### config.mk
export PLATFORM = sky130hd
export DESIGN_NAME = pattern_gen
export DESIGN_NICKNAME = d
export VERILOG_FILES = /design/src/rtl/pattern_gen.sv
export SDC_FILE = /design/constraint.sdc
export NUM_CORES = 1
export LEC_CHECK = 0
export ABC_AREA = 0
export CAP_MARGIN = 5
export CELL_PAD_IN_SITES_DETAIL_PLACEMENT = 0
export CELL_PAD_IN_SITES_GLOBAL_PLACEMENT = 2
export CORE_ASPECT_RATIO = 2
export CORE_MARGIN = 2
export CORE_UTILIZATION = 34
export DETAILED_ROUTE_END_ITERATION = 10
export PLACE_DENSITY_LB_ADDON = 0.1
export SLEW_MARGIN = 40
export SYNTH_ARGS = -nofsm -noshare
export SYNTH_HDL_FRONTEND = slang
export SYNTH_SLANG_ARGS = --single-unit
### constraint.sdc
create_clock -name clk -period 7.9 [get_ports clk]
set_clock_uncertainty 0.05 [all_clocks]
set_input_delay 1.58 -clock clk [delete_from_list [all_inputs] [get_ports clk]]
set_output_delay 1.58 -clock clk [all_outputs]
set_load 0.02 [all_outputs]
### src/rtl/pattern_gen.sv
// Serial bit-stream source: shifts a latched pattern out MSB-first on d_o/valid_o,
// repeated rep times with gap idle cycles between repetitions and hold_i stalls.
module pattern_gen #(
  parameter int WIDTH = 16,
  parameter int LEN_W = 5,
  parameter int REP_W = 4,
  parameter int GAP_W = 4
) (
  input  logic                   clk,
  input  logic                   rst,
  input  logic                   start,
  input  logic [WIDTH-1:0]       pat_i,
  input  logic [LEN_W-1:0]       len_i,
  input  logic [REP_W-1:0]       rep_i,
  input  logic [GAP_W-1:0]       gap_i,
  input  logic                   hold_i,
  output logic                   d_o,
  output logic                   valid_o,
  output logic                   busy,
  output logic                   done,
  output logic                   err,
  output logic [LEN_W+REP_W-1:0] sent_cnt,
  output logic [1:0]             state_dbg
);

  // Stream protocol: d_o is meaningful only in cycles where valid_o=1; there is
  // no backpressure, the consumer must accept every valid bit as it appears.

  localparam int CNT_W = LEN_W + REP_W;

  typedef enum logic [1:0] {
    IDLE = 2'd0,
    SEND = 2'd1,
    GAP  = 2'd2
  } state_t;

  state_t             state;
  logic [WIDTH-1:0]   pat_r;
  logic [LEN_W-1:0]   len_r;
  logic [REP_W-1:0]   rep_r;
  logic [GAP_W-1:0]   gap_r;
  logic [LEN_W-1:0]   bit_idx;
  logic [REP_W-1:0]   rep_idx;
  logic [GAP_W-1:0]   gap_cnt;

  logic               legal;
  logic [LEN_W-1:0]   cur_pos;
  logic               cur_bit;

  always_comb begin
    legal   = (len_i != '0) && (len_i <= LEN_W'(WIDTH)) && (rep_i != '0);
    cur_pos = len_r - LEN_W'(1) - bit_idx;
    cur_bit = |(pat_r & (WIDTH'(1) << cur_pos));
  end

  assign state_dbg = state;

  always_ff @(posedge clk) begin
    if (rst) begin
      state    <= IDLE;
      d_o      <= 1'b0;
      valid_o  <= 1'b0;
      busy     <= 1'b0;
      done     <= 1'b0;
      err      <= 1'b0;
      sent_cnt <= '0;
      pat_r    <= '0;
      len_r    <= '0;
      rep_r    <= '0;
      gap_r    <= '0;
      bit_idx  <= '0;
      rep_idx  <= '0;
      gap_cnt  <= '0;
    end else begin
      done <= 1'b0;
      err  <= 1'b0;
      case (state)
        IDLE: begin
          valid_o <= 1'b0;
          busy    <= 1'b0;
          if (start) begin
            if (legal) begin
              pat_r    <= pat_i;
              len_r    <= len_i;
              rep_r    <= rep_i;
              gap_r    <= gap_i;
              sent_cnt <= '0;
              bit_idx  <= '0;
              rep_idx  <= '0;
              gap_cnt  <= '0;
              busy     <= 1'b1;
              state    <= SEND;
            end else begin
              err <= 1'b1;
            end
          end
        end
        SEND: begin
          // rep_idx reaching rep means the final bit went out on the previous edge
          if (rep_idx == rep_r) begin
            valid_o <= 1'b0;
            done    <= 1'b1;
            busy    <= 1'b0;
            state   <= IDLE;
          end else if (hold_i) begin
            valid_o <= 1'b0;
          end else begin
            d_o      <= cur_bit;
            valid_o  <= 1'b1;
            sent_cnt <= sent_cnt + CNT_W'(1);
            if (bit_idx == len_r - LEN_W'(1)) begin
              bit_idx <= '0;
              rep_idx <= rep_idx + REP_W'(1);
              if ((rep_idx != rep_r - REP_W'(1)) && (gap_r != '0)) begin
                gap_cnt <= '0;
                state   <= GAP;
              end
            end else begin
              bit_idx <= bit_idx + LEN_W'(1);
            end
          end
        end
        GAP: begin
          valid_o <= 1'b0;
          if (gap_cnt == gap_r - GAP_W'(1)) begin
            gap_cnt <= '0;
            state   <= SEND;
          end else begin
            gap_cnt <= gap_cnt + GAP_W'(1);
          end
        end
        default: state <= IDLE;
      endcase
    end
  end

endmodule

After elaboration in Yosys (flattened, before gate mapping)
Index checks and enable logic that the tools add are counted.
W data, S select, Z words.
{ "totals": {"register_bits": 58, "output_inout_bits": 16, "in_bits": 33} }
{ "op_classes": {"add_sub_neg": 8, "muxes": 40, "shifts": 1, "eq_ne": 17, "bitwise_logic": 6, "magnitude_cmp": 1, "n_reduce_logical": 21} }
{ "op_table": {"columns": ["cell", "count"], "rows": [
  ["$mux W4", 10],
  ["$mux W9", 4],
  ["$mux W5", 5],
  ["$pmux W9 S2", 1],
  ["$and A16 B16 Y16", 1],
  ["$ne A2 B2 Y1 const B", 8],
  ["$reduce_or A16 Y1", 1],
  ["$shl A1 B5 Y16 const A", 1],
  ["$mux W2", 7],
  ["$pmux W4 S3", 1],
  ["$reduce_and A6 Y1", 2],
  ["$pmux W5 S2", 1],
  ["$add A9 B1 Y9 const B", 1],
  ["$ne A3 B3 Y1 const B", 3],
  ["$add A4 B1 Y4 const B", 2],
  ["$eq A4 B4 Y1", 2],
  ["$pmux W4 S2", 1],
  ["$reduce_bool A4 Y1", 2],
  ["$sub A4 B1 Y4 const B", 2],
  ["$mux W1", 7],
  ["$reduce_and A7 Y1", 1],
  ["$pmux W2 S3", 1],
  ["$reduce_and A3 Y1", 2],
  ["$add A5 B1 Y5 const B", 1],
  ["18 further kinds", 27]
]} }

Depth between registers and ports, before layout
{ "depth": {"depth_word": 8, "ltp_mapped": 9, "mapped_depth_nobuf": 9} }

Worst setup path before layout
No wires, ideal clock.
{ "synth_path": {"path_kind": "input-to-reg", "start": "input port len_i[0]", "end": "register sent_cnt[8]", "required_ps": 7780, "t_arrival_ps": 3016, "path_buffers": 0, "cell_stages": 5, "setup_slack_ps": 4763, "setup_time_ps": 70, "path_cell_list": "nor4_1 > xnor2_1 > a21boi_4 > or4_1 > a21boi_1"} }
{ "synth_between": {"elab_chain_cells": 5, "word_cells_on_any_way": 6} }
{ "synth_lines": {"columns": ["element", "line_no", "text"], "rows": [
  ["start: declaration", "13", "input logic [LEN_W-1:0] len_i,"],
  ["$le A5 B5 Y1 or $reduce_bool A5 Y1 (tied branches)", "51", "legal = (len_i != '0) && (len_i <= LEN_W'(WIDTH)) && (rep_i != '0);"],
  ["$logic_and A1 B1 Y1 (*) (2 in a row)", "51", null],
  ["$ne A2 B2 Y1 (no line) (*)", null, null],
  ["$reduce_and A5 Y1 (no line) (*)", null, null],
  ["end signal: assignment", "110", "sent_cnt <= sent_cnt + CNT_W'(1);"],
  ["end: declaration", "22", "output logic [LEN_W+REP_W-1:0] sent_cnt,"]
]} }
Every way passes the cells marked *; elsewhere a longest branch is shown, timed or not.
A chain may end at the register's enable or synchronous reset.

Worst setup path after layout
{ "layout_path": {"start": "input port len_i[0]", "end": "register rep_idx[3]"} }
{ "layout_between": {"elab_chain_cells": 5, "word_cells_on_any_way": 6} }
{ "layout_lines": {"columns": ["element", "line_no", "text"], "rows": [
  ["$le A5 B5 Y1 or $reduce_bool A5 Y1 (tied branches)", "51", null],
  ["$logic_and A1 B1 Y1 (*) (2 in a row)", "51", null],
  ["$ne A2 B2 Y1 (no line) (*)", null, null],
  ["$reduce_and A6 Y1 (no line) (*)", null, null],
  ["end signal: assignment", "113", "rep_idx <= rep_idx + REP_W'(1);"],
  ["end: declaration", "43", "logic [REP_W-1:0] rep_idx;"]
]} }
Marks and branches as above.

==> results.yml <==
placement:
  placed_cells: 500
  dpl-instance-area_mm2: 0.003580
  post-dp-hpwl_mm: 5.784
  io_buffers: 48
  routabilityCongestion: 0.7720
clock_network:
  clockRootBuffer: "clkbuf_16"
  cts_sinks: 58
  clock_tree_from_tritoncts: "built"
  post_cts.repair.setup_buffers: 0
  cts_resized: 0
  cts_inserted_buffers: 9
  path_clk_slew_ps: 50
  hold_buffers: 0
  clock_tree.htree_level_count: 3
  clk-insertion-delay-late_ps: 320
  cts-root-to-sink-buffers: 2
final_layout:
  final_layout_size_suffix_gt1_share_pct: 5.327
  fillerInstances: 908
  finish.net_count: 456
  num_antenna_cells: 0
  stdcell_area_mm2: 0.003840
  area_growth_syn_to_layout_pct: 26.77
  post_layout_nonfiller_instances: 513
  mostFrequentLayoutCells: "nand2_1, dfxtp_1, clkdlybuf4s50_1, a21oi_1, inv_1"
  mostFrequentLayoutCell: "nand2_1"
yosys:
  ys_ff_latch: 58
  synth-warning-count: 0
  synth_area_per_cell_um2: 8.276
  synth_top_flop_cell: "dfxtp_1"
  synth_cells: 366
  synthArstFlopShare_pct: 0
  number_of_synthesized_flops_with_an_enable_pin: 0
  proportion_of_synthesized_chip_area_in_sequential_cells_pct: 38.33
  summed_instance_area_of_the_synthesized_netlist_mm2: 0.003029
  syn_nets: 411
  synth.distinct_cells: 57
global_routing:
  largest_net_degree_at_the_start_of_global_routing: 48
  grt_overflow: 0
  grtUsageTotal_pct: 16.76
  first_pass_grt_wire_length_mm: 12.56
  grt_pass1_vias: 2643
  antenna_violations_before_repair: 0
routing:
  antenna_left: 0
  detail_route.first_pass.iterations: 4
  detail_route.vias_per_cell: 5.218
  num_vias: 2677
  drt-wirelength-per-cell_um: 14.94
  drcViolationCount: 0
  initialDrtViolationCount: 55
  detail_route.wirelength_mm: 7.665
critical_path:
  worstSetupEndpoint: "rep_idx[3]$_SDFFE_PP0P_"
  required_ps: 8090
  critical_path_arrival_ps: 4070
  worst-setup-path-type: "input pin to register"
  critical_path.startpoint: "len_i[0]"
  endpoint_kind: "register"
  timing.rr.start: "len_r[0]$_SDFFE_PP0P_"
  worst_setup_path_start_kind: "input pin"
  r2r_path_end: "d_o$_SDFFE_PP0P_"
  ff2ff_path_depth: 8
  rrSetupSlack_ps: 4830
  critPathMaxFanout: 16
run_status:
  status: "complete, no violations"
sta:
  rsz0062_at_grt: "no"
  layout_min_cycle_time_ps: 3876
  setup-violations-final: 0
  relSlewSlack_pct: 50.48
  timing.final.hold_violations: 0
  slew_violations: 0
  worst_hold_slack_ps: 398.2
  timing.fmax_ghz: 0.2580
  timing.setup.tns_ps: 0
  period_share_pct: 49.06
  max_slew.worst_pin.slew_ps: 737.4
floorplanning:
  floorplan.initialDensity_pct: 35.03
  coreArea_mm2: 0.008648
  chip_width_um: 70.75
  height_of_the_chip_um: 137.5
  fp.dieArea_mm2: 0.009726
  pin_count: 49
  fp-row-count: 48
pwr:
  power.leakage_nw: 1.379
  power_density_mw_per_mm2: 198.5
  power.ir.vdd_worst_uv: 127.5
  power.total_mw: 0.7623
min_path:
  worstHoldPathType: "register to register"
  worst_hold_startpoint: "pat_r[5]$_SDFFE_PP0P_"
  hold_depth: 2
job:
  timing.max_cap.violations: 0
-- cells by family after synthesis --
| family | Yosys count | synth area share (%) |
|---|---|---|
| multiplexers | 6 | 2.850 |
| AO/OA/AOI/OAI | 88 | 18.96 |
| XOR/XNOR | 21 | 6.072 |
| adder cells (fa/ha/maj) | 12 | 5.204 |
| flip-flops | 58 | 38.33 |
| buffers and inverters | 38 | 5.122 |
| AND/OR/NAND/NOR | 143 | 23.46 |
-- worst min path at each step --
stage | end
global route | pat_r[3]$_SDFFE_PP0P_
detailed placement | pat_r[6]$_SDFFE_PP0P_
floorplan | pat_r[1]$_SDFFE_PP0P_
global placement | pat_r[7]$_SDFFE_PP0P_
finish | pat_r[5]$_SDFFE_PP0P_
CTS | pat_r[6]$_SDFFE_PP0P_
-- layout make-up --
| type | instances | area, um^2 | share of cell area [%] |
|---|---|---|---|
| multi-input cells | 270 | 1715 | 44.67 |
| flip-flops and latches | 58 | 1161 | 30.24 |
| repair buffers | 50 | 495.5 | 12.90 |
| clock buffers | 13 | 260.3 | 6.777 |
| well taps | 100 | 125.1 | 3.258 |
| inverters | 22 | 82.58 | 2.151 |
-- synth_stat cells (2+ instances only) --
master / count / area [um^2]
nand2_1: 71 / 266.5
mux2i_1: 3 / 30.03
o21a_1: 4 / 30.03
nand3_1: 7 / 35.03
ha_1: 11 / 137.6
o31a_1: 2 / 17.52
or4_1: 4 / 30.03
and4_1: 4 / 35.03
nor3_1: 7 / 35.03
and3_1: 4 / 25.02
o21ai_0: 6 / 30.03
a211o_1: 2 / 17.52
o211ai_1: 2 / 15.01
a21boi_1: 4 / 30.03
buf_2: 4 / 20.02
mux4_2: 2 / 45.04
a31oi_1: 3 / 18.77
and2_1: 4 / 25.02
nor2b_1: 2 / 12.51
nor2_1: 13 / 48.80
inv_1: 22 / 82.58
xnor2_1: 13 / 113.9
o41ai_1: 2 / 17.52
nor4_1: 4 / 25.02
nor4bb_1: 2 / 20.02
dfxtp_1: 58 / 1161
nand2b_1: 8 / 50.05
xor2_1: 8 / 70.07
nor3b_1: 5 / 37.54
a21o_1: 2 / 15.01
o31ai_1: 4 / 30.03
nand4_1: 3 / 18.77
clkbuf_1: 9 / 33.78
buf_1: 2 / 7.510
a21oi_1: 43 / 215.2
-- state kept, by name, indices dropped and copies added, names as in the netlist --
register	cells
rep_idx	4
pat_r	16
d_o	1
rep_r	4
len_r	5
sent_cnt	9
err	1
done	1
busy	1
state_dbg	2
gap_r	4
valid_o	1
bit_idx	5
gap_cnt	4
-- where the power goes --
part | leakage, nW | switching [mW] | internal, mW | total, mW
sequential | 0.471 | 0.00794 | 0.303 | 0.311
clock | 0.128 | 0.122 | 0.224 | 0.346
combinational | 0.780 | 0.0565 | 0.0488 | 0.105
total | 1.38 | 0.187 | 0.575 | 0.762
-- metrics by stage --
step	worst slack [ps]	util, %
detailed placement	3667	41.39
floorplan	4763	-
finish	4024	44.40
CTS	3998	44.40
global route	3786	44.40
global placement	3691	41.36
-- critical path: stages --
cell,delay (ps)
clkdlybuf4s50_1,420
nor4_1,510
xnor2_1,260
and2_1,360
buf_4,280
nor2_1,430
a21boi_1,230
-- layer usage --
layer	wire length (um)	GRT usage [%]	up-vias
met1	2754	15.50	1262
met3	177	2.999	9
met4	149	7.442	0
li1	-	-	1373
met2	4583	34.16	33
met5	0	0	-
No activity file was read; power rests on OpenSTA's default activity.
